File: config.mk
export PLATFORM = sky130hd
export DESIGN_NAME = fifo_uart_tx
export DESIGN_NICKNAME = d
export VERILOG_FILES = /design/src/rtl/uart_pkg.sv /design/src/rtl/uart_baud_cnt.sv /design/src/rtl/fifo_uart_tx.sv
export SDC_FILE = /design/constraint.sdc
export NUM_CORES = 1
export LEC_CHECK = 0
export BUFFER_PORTS_ARGS = -buffer_cell sky130_fd_sc_hd__clkbuf_2
export CAP_MARGIN = 40
export CELL_PAD_IN_SITES_DETAIL_PLACEMENT = 0
export CELL_PAD_IN_SITES_GLOBAL_PLACEMENT = 1
export CORE_ASPECT_RATIO = 2
export CORE_MARGIN = 2
export CORE_UTILIZATION = 48
export DETAILED_ROUTE_END_ITERATION = 10
export PLACE_DENSITY = 0.89
export SYNTH_ARGS = -nofsm -noshare
export SYNTH_HDL_FRONTEND = slang
export SYNTH_HIERARCHICAL = 1
export SYNTH_SLANG_ARGS = --single-unit
File: constraint.sdc
create_clock -name CLK -period 6.1 [get_ports CLK]
set_clock_uncertainty 0.15 [all_clocks]
set_input_delay 0.305 -clock CLK [delete_from_list [all_inputs] [get_ports CLK]]
set_output_delay 0.305 -clock CLK [all_outputs]
set_load 0.005 [all_outputs]
File: src/rtl/uart_pkg.sv
// uart_pkg: shared types and constants for the FIFO-fed UART transmitter.
//   uart_state_e   : transmitter FSM states
//   UART_START_LVL : line level driven during the start bit
//   UART_STOP_LVL  : line level driven during the stop bit and when idle
//   UART_DATA_BITS : payload bits per frame (8N1)
package uart_pkg;

  typedef enum logic [2:0] {
    IDLE,
    POP,
    LOAD,
    START,
    DATA,
    STOP
  } uart_state_e;

  localparam logic        UART_START_LVL = 1'b0;
  localparam logic        UART_STOP_LVL  = 1'b1;
  localparam int unsigned UART_DATA_BITS = 8;

endpackage

File: src/rtl/uart_baud_cnt.sv
// uart_baud_cnt: bit-period counter for the UART transmitter.
// Counts 0..CLK_DIV-1 and wraps; held at 0 while i_restart is high.
//   i_clk      : system clock, rising edge
//   i_rst      : synchronous active-high reset
//   i_restart  : clears the counter (held high outside timed states)
//   o_tick     : high on the last cycle of a bit period (count CLK_DIV-1)
//   o_pre_tick : high one cycle before o_tick (count CLK_DIV-2), lets the
//                owner register an output that lands on the last cycle
module uart_baud_cnt #(
  parameter int unsigned CLK_DIV = 434,
  parameter int unsigned CNT_W   = 16
) (
  input  logic i_clk,
  input  logic i_rst,
  input  logic i_restart,
  output logic o_tick,
  output logic o_pre_tick
);

  localparam logic [CNT_W-1:0] LAST_CNT = CNT_W'(CLK_DIV - 1);
  localparam logic [CNT_W-1:0] PRE_CNT  = CNT_W'(CLK_DIV - 2);

  logic [CNT_W-1:0] r_cnt;

  always_ff @(posedge i_clk) begin
    if (i_rst || i_restart || o_tick) begin
      r_cnt <= '0;
    end else begin
      r_cnt <= r_cnt + 1'b1;
    end
  end

  assign o_tick     = (r_cnt == LAST_CNT);
  assign o_pre_tick = (r_cnt == PRE_CNT);

endmodule

File: src/rtl/fifo_uart_tx.sv
// fifo_uart_tx: pops bytes from a 4-entry byte FIFO and sends each as an
// 8N1 UART frame, LSB first. All outputs are registered.
//   CLK              : system clock, rising edge
//   UARTTX_RST       : synchronous active-high reset
//   UARTTX_EN        : level, permits starting new frames (sampled in IDLE)
//   FIFO_EMPTYSignal : FIFO empty flag
//   FIFO_DataOut     : FIFO read data, valid the cycle after FIFO_RD
//   FIFO_RD          : one-cycle pop strobe
//   UARTTX_TXD       : serial line, idle high
//   UARTTX_BUSY      : high from POP through the end of STOP
//   UARTTX_DONE      : one-cycle pulse on the last cycle of the stop bit
module fifo_uart_tx
  import uart_pkg::*;
#(
  parameter int unsigned CLK_DIV = 434,
  parameter int unsigned CNT_W   = 16
) (
  input  logic       CLK,
  input  logic       UARTTX_RST,
  input  logic       UARTTX_EN,
  input  logic       FIFO_EMPTYSignal,
  input  logic [7:0] FIFO_DataOut,
  output logic       FIFO_RD,
  output logic       UARTTX_TXD,
  output logic       UARTTX_BUSY,
  output logic       UARTTX_DONE
);

  uart_state_e                     r_state;
  logic [UART_DATA_BITS-1:0]       r_shreg;
  logic [2:0]                      r_bit_idx;
  logic                            r_rd;
  logic                            r_txd;
  logic                            r_busy;
  logic                            r_done;
  logic                            w_restart;
  logic                            w_tick;
  logic                            w_pre_tick;

  // Counter is held at 0 in the untimed states, so it starts from 0 on
  // entry to START; each later bit-period boundary is its natural wrap.
  assign w_restart = (r_state == IDLE) || (r_state == POP) || (r_state == LOAD);

  uart_baud_cnt #(
    .CLK_DIV (CLK_DIV),
    .CNT_W   (CNT_W)
  ) u_baud_cnt (
    .i_clk      (CLK),
    .i_rst      (UARTTX_RST),
    .i_restart  (w_restart),
    .o_tick     (w_tick),
    .o_pre_tick (w_pre_tick)
  );

  always_ff @(posedge CLK) begin
    if (UARTTX_RST) begin
      r_state   <= IDLE;
      r_shreg   <= '0;
      r_bit_idx <= '0;
      r_rd      <= 1'b0;
      r_txd     <= UART_STOP_LVL;
      r_busy    <= 1'b0;
      r_done    <= 1'b0;
    end else begin
      r_rd   <= 1'b0;
      r_done <= 1'b0;
      unique case (r_state)
        IDLE: begin
          if (UARTTX_EN && !FIFO_EMPTYSignal) begin
            r_state <= POP;
            r_rd    <= 1'b1;
            r_busy  <= 1'b1;
          end
        end
        POP: begin
          r_state <= LOAD;
        end
        LOAD: begin
          r_shreg <= FIFO_DataOut;
          r_txd   <= UART_START_LVL;
          r_state <= START;
        end
        START: begin
          if (w_tick) begin
            r_state   <= DATA;
            r_bit_idx <= '0;
            r_txd     <= r_shreg[0];
          end
        end
        DATA: begin
          if (w_tick) begin
            // TXD is registered, so drive the next bit (shreg[1]) together
            // with the shift rather than waiting a cycle for shreg[0].
            r_shreg   <= r_shreg >> 1;
            r_bit_idx <= r_bit_idx + 1'b1;
            if (r_bit_idx == 3'(UART_DATA_BITS - 1)) begin
              r_state <= STOP;
              r_txd   <= UART_STOP_LVL;
            end else begin
              r_txd <= r_shreg[1];
            end
          end
        end
        STOP: begin
          if (w_pre_tick) begin
            r_done <= 1'b1;
          end
          if (w_tick) begin
            r_state <= IDLE;
            r_busy  <= 1'b0;
          end
        end
        default: begin
          r_state <= IDLE;
        end
      endcase
    end
  end

  assign FIFO_RD     = r_rd;
  assign UARTTX_TXD  = r_txd;
  assign UARTTX_BUSY = r_busy;
  assign UARTTX_DONE = r_done;

endmodule

# Word level (Yosys, flattened, before mapping)
# Cells that the tools add are included.
[op_classes]
n_eq_ne = 13
n_mux = 19
n_reduce_logical = 18
bitwise_logic = 2
addsub = 2
[ops]
columns = ["op", "n"]
rows = [
  ["$eq A16 B9 Y1 const B", 2],
  ["$mux W3", 6],
  ["$pmux W3 S6", 1],
  ["$add A16 B1 Y16 const B", 1],
  ["$pmux W8 S2", 1],
  ["$eq A3 B3 Y1 const B", 3],
  ["$reduce_and A3 Y1", 3],
  ["$mux W8", 1],
  ["$ne A2 B1 Y1 const B", 4],
  ["$mux W1", 7],
  ["$eq A3 B2 Y1 const B", 2],
  ["$pmux W3 S2", 1],
  ["$reduce_bool A2 Y1", 3],
  ["$reduce_and A5 Y1", 1],
  ["$logic_or A1 B1 Y1", 4],
  ["$reduce_or A2 Y1", 2],
  ["$add A3 B1 Y3 const B", 1],
  ["$eq A3 B1 Y1 const B", 1],
  ["$logic_not A3 Y1", 1],
  ["$pmux W1 S3", 1],
  ["$reduce_bool A3 Y1", 1],
  ["$ne A2 B2 Y1 const B", 1],
  ["$not A1 Y1", 2],
  ["$pmux W1 S2", 1],
  ["3 further kinds", 3],
]
[totals]
input_bits = 12
reg_bits = 34

# Logic depth before layout (Yosys ltp)
# Gate-level depths: netlist (run 1).
[depth]
word_depth = 5
mapped_depth = 8
depth_no_buf = 7

# By module
# Netlist (run 1), hierarchy kept.
[by_module_without_submodules]
columns = ["mod", "seq_area_each_um2", "cells_per_inst", "area_per_inst_um2", "n_inst"]
rows = [
  ["fifo_uart_tx", 360.3, 98, 885.8, 1],
  ["uart_baud_cnt", 320.3, 88, 797.0, 1],
]

# Least setup slack after synthesis (run 1)
# No wires, ideal clock.
[synth_path]
kind = "register to register"
from = "reg u_baud_cnt.r_cnt[0]"
to = "reg r_txd (netlist: UARTTX_TXD)"
arrival_time_ns = 2.159
path_buffers = 1
path_slack_ns = 3.669
setup_ns = 0.122
path_stages_with_launch = 8
required_time_ns = 5.828
path_cell_list = "dfxtp_1 -> ha_1 -> or4b_2 -> nor4_4 -> clkbuf_2 -> nand4bb_1 -> o21a_1 -> a221o_1"
[synth_between]
elab_chain_len = 3
elab_cells_between_ends = 4
[synth_lines]
columns = ["element", "line", "source"]
rows = [
  ["start: declaration", "uart_baud_cnt.sv:23", "logic [CNT_W-1:0] r_cnt;"],
  ["start signal: assignment", "uart_baud_cnt.sv:29", "r_cnt <= r_cnt + 1'b1;"],
  ["$eq A16 B9 Y1 *", "uart_baud_cnt.sv:33", "assign o_tick = (r_cnt == LAST_CNT);"],
  ["named net w_tick", "fifo_uart_tx.sv:37", "logic w_tick;"],
  ["$ne A2 B1 Y1 (no line)", "--", ""],
  ["$reduce_and A3 Y1 (no line) *", "--", ""],
  ["end signal: assignment", "fifo_uart_tx.sv:87", "r_txd <= r_shreg[0];"],
  ["end signal: assignment", "fifo_uart_tx.sv:100", "r_txd <= r_shreg[1];"],
  ["end: declaration", "fifo_uart_tx.sv:33", "logic r_txd;"],
]
# The timed path passes the listed nets; every way through them passes the cells marked *.
# A chain may end at the register's enable or synchronous reset.

# Final worst setup path (run 1)
# Same ends and word-level chain as after synthesis.

==> summary.md, run 1 <==
| Metric | Value |
|---|---|
| Final #Nets | 216 |
| Layout Cells excl Fill | 232 |
| Min Clock Period, post-route | 2.679 ns |
| Ys Warns | 6 |
| Initial DRT Pass Iterations | 4 |
| Ys flop type | dfxtp_1 |
| Crit end category | flip-flop |
| Synth unique cells | 48 |
| Power per Cell Area | 238.9 nW/um^2 |
| Vias in the first global route | 1433 |
| Post-cts resize count | 0 |
| Crit path DAT | 2.71 ns |
| Status | finished, final reports clean |
| Die W | 45.87 um |
| Final WL | 3592 um |
| Final setup violation count | 0 |
| Clock root cell | clkbuf_8 |
| Most frequent cells after synthesis | dfxtp_1 (34), nor2_1 (23), inv_1 (14) |
| Number of flops mapped to enable cells by yosys | 0 |
| Die Area | 4024 um^2 |
| Clock tree buffer depth | 2 |
| Post-route cell area | 1826 um^2 |
| Setup Buffers After CTS | 0 |
| FP Rows | 30 |
| Starting density of the core | 0.4981 |
| Seq cells post-synth | 34 |
| Avg WL per Cell | 15.48 um |
| Sequential area share after synthesis | 0.4045 |
| RePlAce Congestion | 0.8722 |
| Antenna Cells | 0 |
| Reg power frac | 0.542 |
| Placed Instances | 224 |
| Critical path class | reg2reg |
| CP required | 6.13 ns |
| TNS Setup | 0 ns |
| Comb pwr share | 0.063 |
| P_sw | 0.1024 mW |
| Buffers on Ports | 15 |
| CTS Sinks | 34 |
| Synth Net Count | 203 |
| Slew headroom | 0.6525 |
| Max Slew Vio Count | 0 |
| CP startpoint | u_baud_cnt/r_cnt[0]$_SDFF_PP0_ |
| Total CTS buffers | 5 |
| Initial DRC Count | 37 |
| Synth top area cells | dfxtp_1 (40%), xnor2_1 (5.2%), nor2_1 (5.1%) |
| Post-DP HPWL | 2719 um |
| Sw Ratio | 0.2348 |
| Post-Syn Area | 1683 um^2 |
| Most frequent cell after synthesis | dfxtp_1 |
| Achievable Freq | 373.3 MHz |
| Clock latency on the worst-skew pair | 0.29 ns |
| Via count | 1362 |
| Antenna violations before repair | 0 |
| R2R Path Start | u_baud_cnt/r_cnt[0]$_SDFF_PP0_ |
| Hold path start | FIFO_DataOut[7] |
| IO Pins | 16 |
| Cell count after synthesis | 186 |
| Worst Hold Class | in2reg |
| Die height | 87.74 um |
| First-pass GRT wire length | 6106 um |
| Yosys top cell area share | 0.4045 |
| Via density | 5.871 |
| Crit Path Max Fanout | 10 |
| Post-route clock period utilization | 0.4392 |
| Area growth, synth to finish | 8.476% |
| Final Hold Vio Count | 0 |
| Place WS | 3.395 ns |
| Max Cap Viol | 0 |
| Clock slew at reported path FFs | 0.07 ns |
| Placed instance area | 1734 um^2 |
| Core ar. | 3378 um^2 |
| Depth of the CTS H-tree | 2 |
| Clock power frac | 0.395 |
| Routed Antenna Nets | 0 |
| Final worst slack | 3.421 ns |
| Leak Pwr | 0.6203 nW |
| Finished Core Util | 0.5404 |
| CTS hold repair buffers | 0 |
| Remaining DRCs | 0 |
| Async S/R FF share, synth | 0 |
| Fraction of layout cells with a size suffix above 1 | 0.1500 |
| Int Pwr | 0.3337 mW |
| Synthesized area per cell | 9.048 um^2 |
| RSZ-0062 raised after global routing | no |
| Max IR drop VDD | 236.1 uV |
| GRT Overall Usage | 0.2111 |
| Cell taking the most area after synthesis | dfxtp_1 |
| Startpoint types | flip-flop |
| Largest net degree at the start of global routing | 21 |
| Filler cell count | 332 |
| Tightest Pin Transition | 0.5213 ns |
| GRT overflow | 0 |
| CTS tree | built |
==> sequential cells by signal, indices dropped and copies added, names as in the netlist <==
| name | cells |
|---|---|
| FIFO_RD | 1 |
| r_shreg | 8 |
| r_state | 3 |
| UARTTX_BUSY | 1 |
| UARTTX_TXD | 1 |
| r_bit_idx | 3 |
| u_baud_cnt/r_cnt | 16 |
| UARTTX_DONE | 1 |
==> final timing paths <==
check	slack, ns	end	cells past startpoint
worst min-delay path	0.15	r_shreg[7]$_SDFFE_PP0P_	3
worst max register to register	3.42	UARTTX_TXD$_SDFFE_PP1P_	6
worst min register to register	0.32	r_shreg[3]$_SDFFE_PP0P_	2
worst max-delay path	3.42	UARTTX_TXD$_SDFFE_PP1P_	6
==> power groups by stage <==
stage | Sequential, mW | Clock, mW | Combinational [mW]
floorplan | 0.237 | 0 | 0.0209
global placement | 0.241 | 0 | 0.0262
detailed placement | 0.241 | 0 | 0.0275
CTS | 0.236 | 0.179 | 0.0276
global route | 0.237 | 0.187 | 0.0301
finish | 0.236 | 0.172 | 0.0274
==> cell families after synthesis <==
group,synth area share
AND/OR/NAND/NOR,0.2632
AO/OA/AOI/OAI,0.1465
flip-flops,0.4045
buffers and inverters,0.06914
adder cells (fa/ha/maj),0.03717
multiplexers,0.006691
XOR/XNOR,0.07286
==> layout make-up <==
type / count / area, um^2 / share of cell area
repair buffers: 15 / 75.07 / 0.04112
inverters: 14 / 52.55 / 0.02879
well taps: 32 / 40.04 / 0.02193
multi-input cells: 129 / 885.9 / 0.4853
clock buffers: 7 / 86.33 / 0.04729
clock inverters: 1 / 5.005 / 0.002742
flip-flops and latches: 34 / 680.7 / 0.3729
==> placed cells by master, fill, tap and decap left out, types with 5 or more instances in the layout <==
master    instances
dfxtp_1          34
nand3_1           6
clkbuf_8          6
ha_1              5
nand4_1           5
nor2_1           23
nand2b_1          6
clkbuf_2         15
inv_1            14
nor3_1            5
nor4_1            5
xnor2_1          10
nand2_1           7
==> worst max-delay path, stage by stage (launching register included) <==
cell	delay [ns]
dfxtp_1	0.41
ha_1	0.17
or4b_2	0.62
nor4_4	0.37
nand4bb_1	0.32
o21a_1	0.19
a221o_1	0.34
==> per-stage QoR <==
stage / power, mW / hold slack, ns
2_1_floorplan: 0.2584 / 0.2841
3_3_place_gp: 0.2673 / 0.2970
3_5_place_dp: 0.2689 / 0.3071
4_1_cts: 0.4428 / 0.1518
5_1_grt: 0.4543 / 0.1770
6_report: 0.4361 / 0.1481
==> metal layers <==
layer / track usage / vias up / part of all wire
met5: 0 / - / 0
met4: 0.1013 / 0 / 0.023
met3: 0.05979 / 8 / 0.033
met2: 0.4053 / 24 / 0.60
met1: 0.1810 / 637 / 0.35
li1: - / 693 / -
No activity file was read; power rests on OpenSTA's default activity.
==> run 2: changes to the inputs <==
CORE_UTILIZATION = 40   (was 48)
PLACE_DENSITY = 0.8   (was 0.89)
clock period = 2.24 ns   (was 6.1 ns; I/O delays follow)
==> summary.md, run 2 (synthesis gave the netlist of run 1 again) <==
| Metric | Value |
|---|---|
| Crit end category | flip-flop (unchanged) |
| Max reg flops | 16 (unchanged) |
| Final WL | 3974 um (was 3592 um) |
| Clock latency on the worst-skew pair | 0.28 ns (was 0.29 ns) |
| GRT Overall Usage | 0.1900 (was 0.2111) |
| Status | complete, but fails checks (was finished, final reports clean) |
| Max IR drop VDD | 398.5 uV (was 236.1 uV) |
| Finished Core Util | 0.5280 (was 0.5404) |
| Slew headroom | 0.6284 (was 0.6525) |
| Final worst slack | -0.03654 ns (was 3.421 ns) |
| RePlAce Congestion | 0.7914 (was 0.8722) |
| Largest net degree at the start of global routing | 21 (unchanged) |
| Antenna violations before repair | 0 (unchanged) |
| Fin Hold WS | -0.004074 ns (was 0.1481 ns) |
| First-pass GRT wire length | 6782 um (was 6106 um) |
| Buffers on Ports | 15 (unchanged) |
| Clock slew at reported path FFs | 0.08 ns (was 0.07 ns) |
| GRT overflow | 0 (unchanged) |
| Most common cell after layout, fill and taps aside | dfxtp_1 (unchanged) |
| Final setup violation count | 8 (was 0) |
| CP required | 2.31 ns (was 6.13 ns) |
| Clock root cell | clkbuf_8 (unchanged) |
| Routed Antenna Nets | 0 (unchanged) |
| Failing checks | hold timing, setup timing |
| Via density | 5.319 (was 5.871) |
| Via count | 1468 (was 1362) |
| Clock tree buffer depth | 2 (unchanged) |
| CTS tree | built (unchanged) |
| Slowest CP cell | or4b_4 (was or4b_2) |
| IO Pins | 16 (unchanged) |
| Min Clock Period, post-route | 2.277 ns (was 2.679 ns) |
| Die height | 95.73 um (was 87.74 um) |
| Fraction of layout cells with a size suffix above 1 | 0.3080 (was 0.1500) |
| Starting density of the core | 0.4117 (was 0.4981) |
| Cell chain of the critical path | inv_2, ha_4, or4b_4, nor4_4, buf_6, buf_4, buf_4, nand2_1, mux2_2, nor2_1 (was ha_1, or4b_2, nor4_4, nand4bb_1, o21a_1, a221o_1) |
| Remaining DRCs | 0 (unchanged) |
| Most frequent CP cell | buf_4 |
| RSZ-0062 raised after global routing | yes (was no) |
| FP Rows | 33 (was 30) |
| Tightest Pin Transition | 0.5566 ns (was 0.5213 ns) |
| Die Area | 4774 um^2 (was 4024 um^2) |
| Most frequent cells in the layout | dfxtp_1 (32), nor2_1 (22), buf_4 (19) (was dfxtp_1 (34), nor2_1 (23), clkbuf_2 (15)) |
| Startpoint types | flip-flop (unchanged) |
| Final Hold Vio Count | 2 (was 0) |
| Crit path DAT | 2.35 ns (was 2.71 ns) |
| Worst Hold Class | in2reg (unchanged) |
| Placed Instances | 262 (was 224) |
| Total CTS buffers | 5 (unchanged) |
| Power per Cell Area | 560.1 nW/um^2 (was 238.9 nW/um^2) |
| Layout Cells excl Fill | 276 (was 232) |
| Hold Path Sink | r_shreg[0]$_SDFFE_PP0P_ (was r_shreg[7]$_SDFFE_PP0P_) |
| Leak Pwr | 0.7749 nW (was 0.6203 nW) |
| R2r setup slk | -0.04 ns (was 3.42 ns) |
| R2R Path Start | u_baud_cnt/r_cnt[1]$_SDFF_PP0_ (was u_baud_cnt/r_cnt[0]$_SDFF_PP0_) |
| Depth of the CTS H-tree | 2 (unchanged) |
| Max Cap Viol | 0 (unchanged) |
| Post-DP HPWL | 2912 um (was 2719 um) |
| Hold path start | FIFO_DataOut[0] (was FIFO_DataOut[7]) |
| Vias in the first global route | 1447 (was 1433) |
| Initial DRT Pass Iterations | 5 (was 4) |
| TNS Setup | -0.2170 ns (was 0 ns) |
| Hold Path Depth | 3 (unchanged) |
| Reg2Reg Depth | 10 (was 6) |
| Largest Register | u_baud_cnt/r_cnt (unchanged) |
| Max Slew Vio Count | 0 (unchanged) |
| Avg WL per Cell | 14.40 um (was 15.48 um) |
| Biggest regs | u_baud_cnt/r_cnt: 16 flops, r_shreg: 8 flops (unchanged) |
| Post-route cell area | 2158 um^2 (was 1826 um^2) |
| Initial DRC Count | 25 (was 37) |
| Place WS | -0.07985 ns (was 3.395 ns) |
| R2r endpoint | r_state[2]$_SDFFE_PP0P_ (was UARTTX_TXD$_SDFFE_PP1P_) |
| Antenna Cells | 0 (unchanged) |
| Final #Nets | 240 (was 216) |
| Core ar. | 4088 um^2 (was 3378 um^2) |
| Critical path class | reg2reg (unchanged) |
| Slowest stage delay, CP | 0.47 ns (was 0.62 ns) |
| Placed instance area | 1912 um^2 (was 1734 um^2) |
| Area growth, synth to finish | 28.25% (was 8.476%) |
| Die W | 49.87 um (was 45.87 um) |
| Post-route clock period utilization | 1.016 (was 0.4392) |
| Achievable Freq | 439.3 MHz (was 373.3 MHz) |
| CTS Sinks | 34 (unchanged) |
| Crit Path Max Fanout | 7 (was 10) |
[run 2: area by class of cell]
cell class              instances  area [um^2]
repair buffers                 39        281.5
fillers                       397         1929
clock buffers                   6        82.58
clock inverters                 2        12.51
well taps                      52        65.06
inverters                      14        52.55
flip-flops and latches         34        683.2
multi-input cells             129        980.9
[run 2: how the worst max path moves through the flow]
stage | startpoint | endpoint | slack, ns
after floorplan | u_baud_cnt/r_cnt[2]$_SDFF_PP0_ | UARTTX_TXD$_SDFFE_PP1P_ | -0.07
after global placement | u_baud_cnt/r_cnt[12]$_SDFF_PP0_ | r_shreg[5]$_SDFFE_PP0P_ | -0.03
after detailed placement | u_baud_cnt/r_cnt[12]$_SDFF_PP0_ | r_bit_idx[0]$_SDFFE_PP0P_ | -0.08
after CTS | u_baud_cnt/r_cnt[1]$_SDFF_PP0_ | r_bit_idx[0]$_SDFFE_PP0P_ | -0.05
after global routing | u_baud_cnt/r_cnt[1]$_SDFF_PP0_ | r_state[2]$_SDFFE_PP0P_ | -0.17
final | u_baud_cnt/r_cnt[1]$_SDFF_PP0_ | r_state[2]$_SDFFE_PP0P_ | -0.04
[run 2: power by group]
group          switching (mW)  internal (mW)  total, mW
clock network           0.229          0.247      0.476
logic                  0.0421         0.0464     0.0885
registers              0.0213          0.623      0.644
total                   0.292          0.916       1.21
[run 2: through the flow]
step	hold slack, ns	total power, mW
finish	-0.004074	1.209
global route	0.01785	1.261
CTS	0.005680	1.214
detailed placement	0.2769	0.7337
global placement	0.2592	0.7334
floorplan	0.1466	0.7038
[run 2: what timing repair did]
action / CTS / global route
resized for setup: 8 / 13
hold buffers: 1 / 0
buffers inserted: 4 / 3
endpoints found under the setup margin: 7 / 29
hold endpoints to repair: 1 / 0
pin swaps: 3 / 3
[run 2: metal layers]
metal | wire length [um] | GRT usage | vias up | share of wire
li1 | - | - | 736 | -
met1 | 1417 | 0.1806 | 702 | 0.36
met2 | 2387 | 0.3800 | 24 | 0.60
met3 | 85 | 0.03416 | 6 | 0.021
met4 | 83 | 0.08565 | 0 | 0.021
met5 | 0 | 0 | - | 0
[run 2: critical path: cells and delay by family, from the launching register on]
kind	cells	cell delay, ns
adders and majority gates	1	0.11
buffers and inverters	4	0.45
muxes	1	0.30
DFF	1	0.32
and+or+nand+nor	4	0.90
==> run 3: changes to the inputs <==
CORE_MARGIN = unset   (was 2)
==> summary.md, run 3 (synthesis gave the netlist of run 1 again) <==
| Metric | Value |
|---|---|
| Routed Antenna Nets | 0 (unchanged) |
| Placed instance area | 1912 um^2 (unchanged) |
| Post-route clock period utilization | 1.023 (was 1.016) |
| Failing checks | setup timing (was hold timing, setup timing) |
| Die W | 47.87 um (was 49.87 um) |
| Depth of the CTS H-tree | 2 (unchanged) |
| Die Area | 4486 um^2 (was 4774 um^2) |
| CP required | 2.32 ns (was 2.31 ns) |
| Vias in the first global route | 1425 (was 1447) |
| Clock slew at reported path FFs | 0.07 ns (was 0.08 ns) |
| CTS tree | built (unchanged) |
| Worst Hold Class | in2reg (unchanged) |
| Post-route cell area | 2143 um^2 (was 2158 um^2) |
| Finished Core Util | 0.5297 (was 0.5280) |
| Instance count on the critical path | 9 (was 10) |
| Most common cell after layout, fill and taps aside | dfxtp_1 (unchanged) |
| Filler cell count | 405 (was 397) |
| Via density | 5.217 (was 5.319) |
| Starting density of the core | 0.4159 (was 0.4117) |
| Largest Register | u_baud_cnt/r_cnt (unchanged) |
| Antenna Cells | 0 (unchanged) |
| Via count | 1440 (was 1468) |
| RePlAce Congestion | 0.8072 (was 0.7914) |
| Final WL | 3833 um (was 3974 um) |
| Buffers & Inverters on Critical Path | 3 (was 4) |
| Crit path DAT | 2.37 ns (was 2.35 ns) |
| Slowest CP cell | or4b_4 (unchanged) |
| Crit Path Max Fanout | 5 (was 7) |
| Crit end category | flip-flop (unchanged) |
| Cell chain of the critical path | inv_2, ha_4, or4b_4, nor4_4, buf_4, buf_6, nand2_4, mux2_4, nor2_1 (was inv_2, ha_4, or4b_4, nor4_4, buf_6, buf_4, buf_4, nand2_1, mux2_2, nor2_1) |
| Largest net degree at the start of global routing | 21 (unchanged) |
| Most frequent cells in the layout | dfxtp_1 (32), nor2_1 (23), buf_4 (20) (was dfxtp_1 (32), nor2_1 (22), buf_4 (19)) |
| R2R Path Start | u_baud_cnt/r_cnt[1]$_SDFF_PP0_ (unchanged) |
| R2r setup slk | -0.05 ns (was -0.04 ns) |
| Remaining DRCs | 0 (unchanged) |
| Final worst slack | -0.05054 ns (was -0.03654 ns) |
| Min Clock Period, post-route | 2.291 ns (was 2.277 ns) |
| Hold path start | FIFO_DataOut[6] (was FIFO_DataOut[0]) |
| Die height | 93.73 um (was 95.73 um) |
| Cell family with most CP delay | simple AND/OR/NAND/NOR gates (unchanged) |
| Place WS | -0.04307 ns (was -0.07985 ns) |
| Achievable Freq | 436.6 MHz (was 439.3 MHz) |
| FP Rows | 33 (unchanged) |
| Reg area | 683.2 um^2 (unchanged) |
| CTS Sinks | 34 (unchanged) |
| Final #Nets | 240 (unchanged) |
| Critical path class | reg2reg (unchanged) |
| Reg2Reg Depth | 9 (was 10) |
| RSZ-0062 raised after global routing | yes (unchanged) |
| Initial DRC Count | 31 (was 25) |
| Max IR drop VDD | 422.6 uV (was 398.5 uV) |
| Final setup violation count | 20 (was 8) |
| Avg WL per Cell | 13.89 um (was 14.40 um) |
| Status | complete, but fails checks (unchanged) |
| First-pass GRT wire length | 6051 um (was 6782 um) |
| Slowest stage delay, CP | 0.47 ns (about the same) |
| CP startpoint | u_baud_cnt/r_cnt[1]$_SDFF_PP0_ (unchanged) |
| Biggest regs | u_baud_cnt/r_cnt: 16 flops, r_shreg: 8 flops (unchanged) |
| Max reg flops | 16 (unchanged) |
| Leak Pwr | 0.7935 nW (was 0.7749 nW) |
| Area taken by multi-input logic gates | 957.2 um^2 (was 980.9 um^2) |
| Clock tree buffer depth | 2 (unchanged) |
| Slew headroom | 0.6161 (was 0.6284) |
| Clock root cell | clkbuf_8 (unchanged) |
| Power per Cell Area | 597.6 nW/um^2 (was 560.1 nW/um^2) |
| Total power | 1.281 mW (was 1.209 mW) |
| Initial DRT Pass Iterations | 4 (was 5) |
| Core ar. | 4046 um^2 (was 4088 um^2) |
| Startpoint types | flip-flop (unchanged) |
| Area growth, synth to finish | 27.36% (was 28.25%) |
| Max Slew Vio Count | 0 (unchanged) |
| Buffers on Ports | 15 (unchanged) |
| Clock latency on the worst-skew pair | 0.29 ns (was 0.28 ns) |
| GRT overflow | 0 (unchanged) |
| Max Cap Viol | 0 (unchanged) |
| R2r endpoint | r_state[2]$_SDFFE_PP0P_ (unchanged) |
| Critical Path End | r_state[2]$_SDFFE_PP0P_ (unchanged) |
| Total CTS buffers | 5 (unchanged) |
| Tightest Pin Transition | 0.5751 ns (was 0.5566 ns) |
| Final Hold Vio Count | 0 (was 2) |
| Fraction of layout cells with a size suffix above 1 | 0.2902 (was 0.3080) |
| Post-DP HPWL | 2907 um (was 2912 um) |
| Antenna violations before repair | 0 (unchanged) |
| Fin Hold WS | 0.01210 ns (was -0.004074 ns) |
| GRT Overall Usage | 0.1898 (was 0.1900) |
| IO Pins | 16 (unchanged) |
[run 3: how the worst min path moves through the flow]
stage | end | slack [ns] | cells past startpoint
2_1_floorplan | r_shreg[7]$_SDFFE_PP0P_ | 0.15 | 2
3_3_place_gp | r_shreg[7]$_SDFFE_PP0P_ | 0.26 | 3
3_5_place_dp | r_shreg[7]$_SDFFE_PP0P_ | 0.26 | 3
4_1_cts | r_shreg[1]$_SDFFE_PP0P_ | 0.01 | 3
5_1_grt | r_shreg[6]$_SDFFE_PP0P_ | 0.01 | 3
6_report | r_shreg[6]$_SDFFE_PP0P_ | 0.01 | 3
[run 3: cell type report]
cell class | count | area share
Multi-Input combinational cell | 129 | 0.4466
Sequential cell | 34 | 0.3187
Timing Repair Buffer | 39 | 0.1290
Clock buffer | 5 | 0.03211
Tap cell | 52 | 0.03036
Inverter | 14 | 0.02452
Clock inverter | 3 | 0.01868
[run 3: stage by stage]
stage                     cells  TNS [ns]
after global routing        276    -2.876
after floorplan             186  -0.07426
final                       276   -0.2699
after CTS                   275   -0.2068
after global placement      262         0
after detailed placement    262   -0.1034
[run 3: worst min-delay path, stage by stage]
cell and delay, ns:
clkbuf_2 0.09, o32ai_2 0.11, a221oi_2 0.08
[run 3: per-layer routing]
metal | vias to the layer above | wire [um] | global-route usage
met5 | - | 0 | 0
met4 | 0 | 110 | 0.08565
met3 | 12 | 86 | 0.04423
met2 | 23 | 2241 | 0.3615
met1 | 665 | 1394 | 0.1665
li1 | 740 | - | -
[run 3: power breakdown]
| part | leakage [nW] | internal [mW] | switching (mW) |
|---|---|---|---|
| sequential | 0.277 | 0.623 | 0.0223 |
| combinational | 0.459 | 0.0458 | 0.0417 |
| clock | 0.0579 | 0.327 | 0.221 |
[run 3: repair_timing]
action / in CTS / in global routing
setup endpoints to repair: 6 / 31
pin swaps: 5 / 7
hold buffers: 2 / 0
setup buffers: 3 / 1
resized for setup: 12 / 7
cloned: 0 / 0
endpoints found under the hold margin: 2 / 0
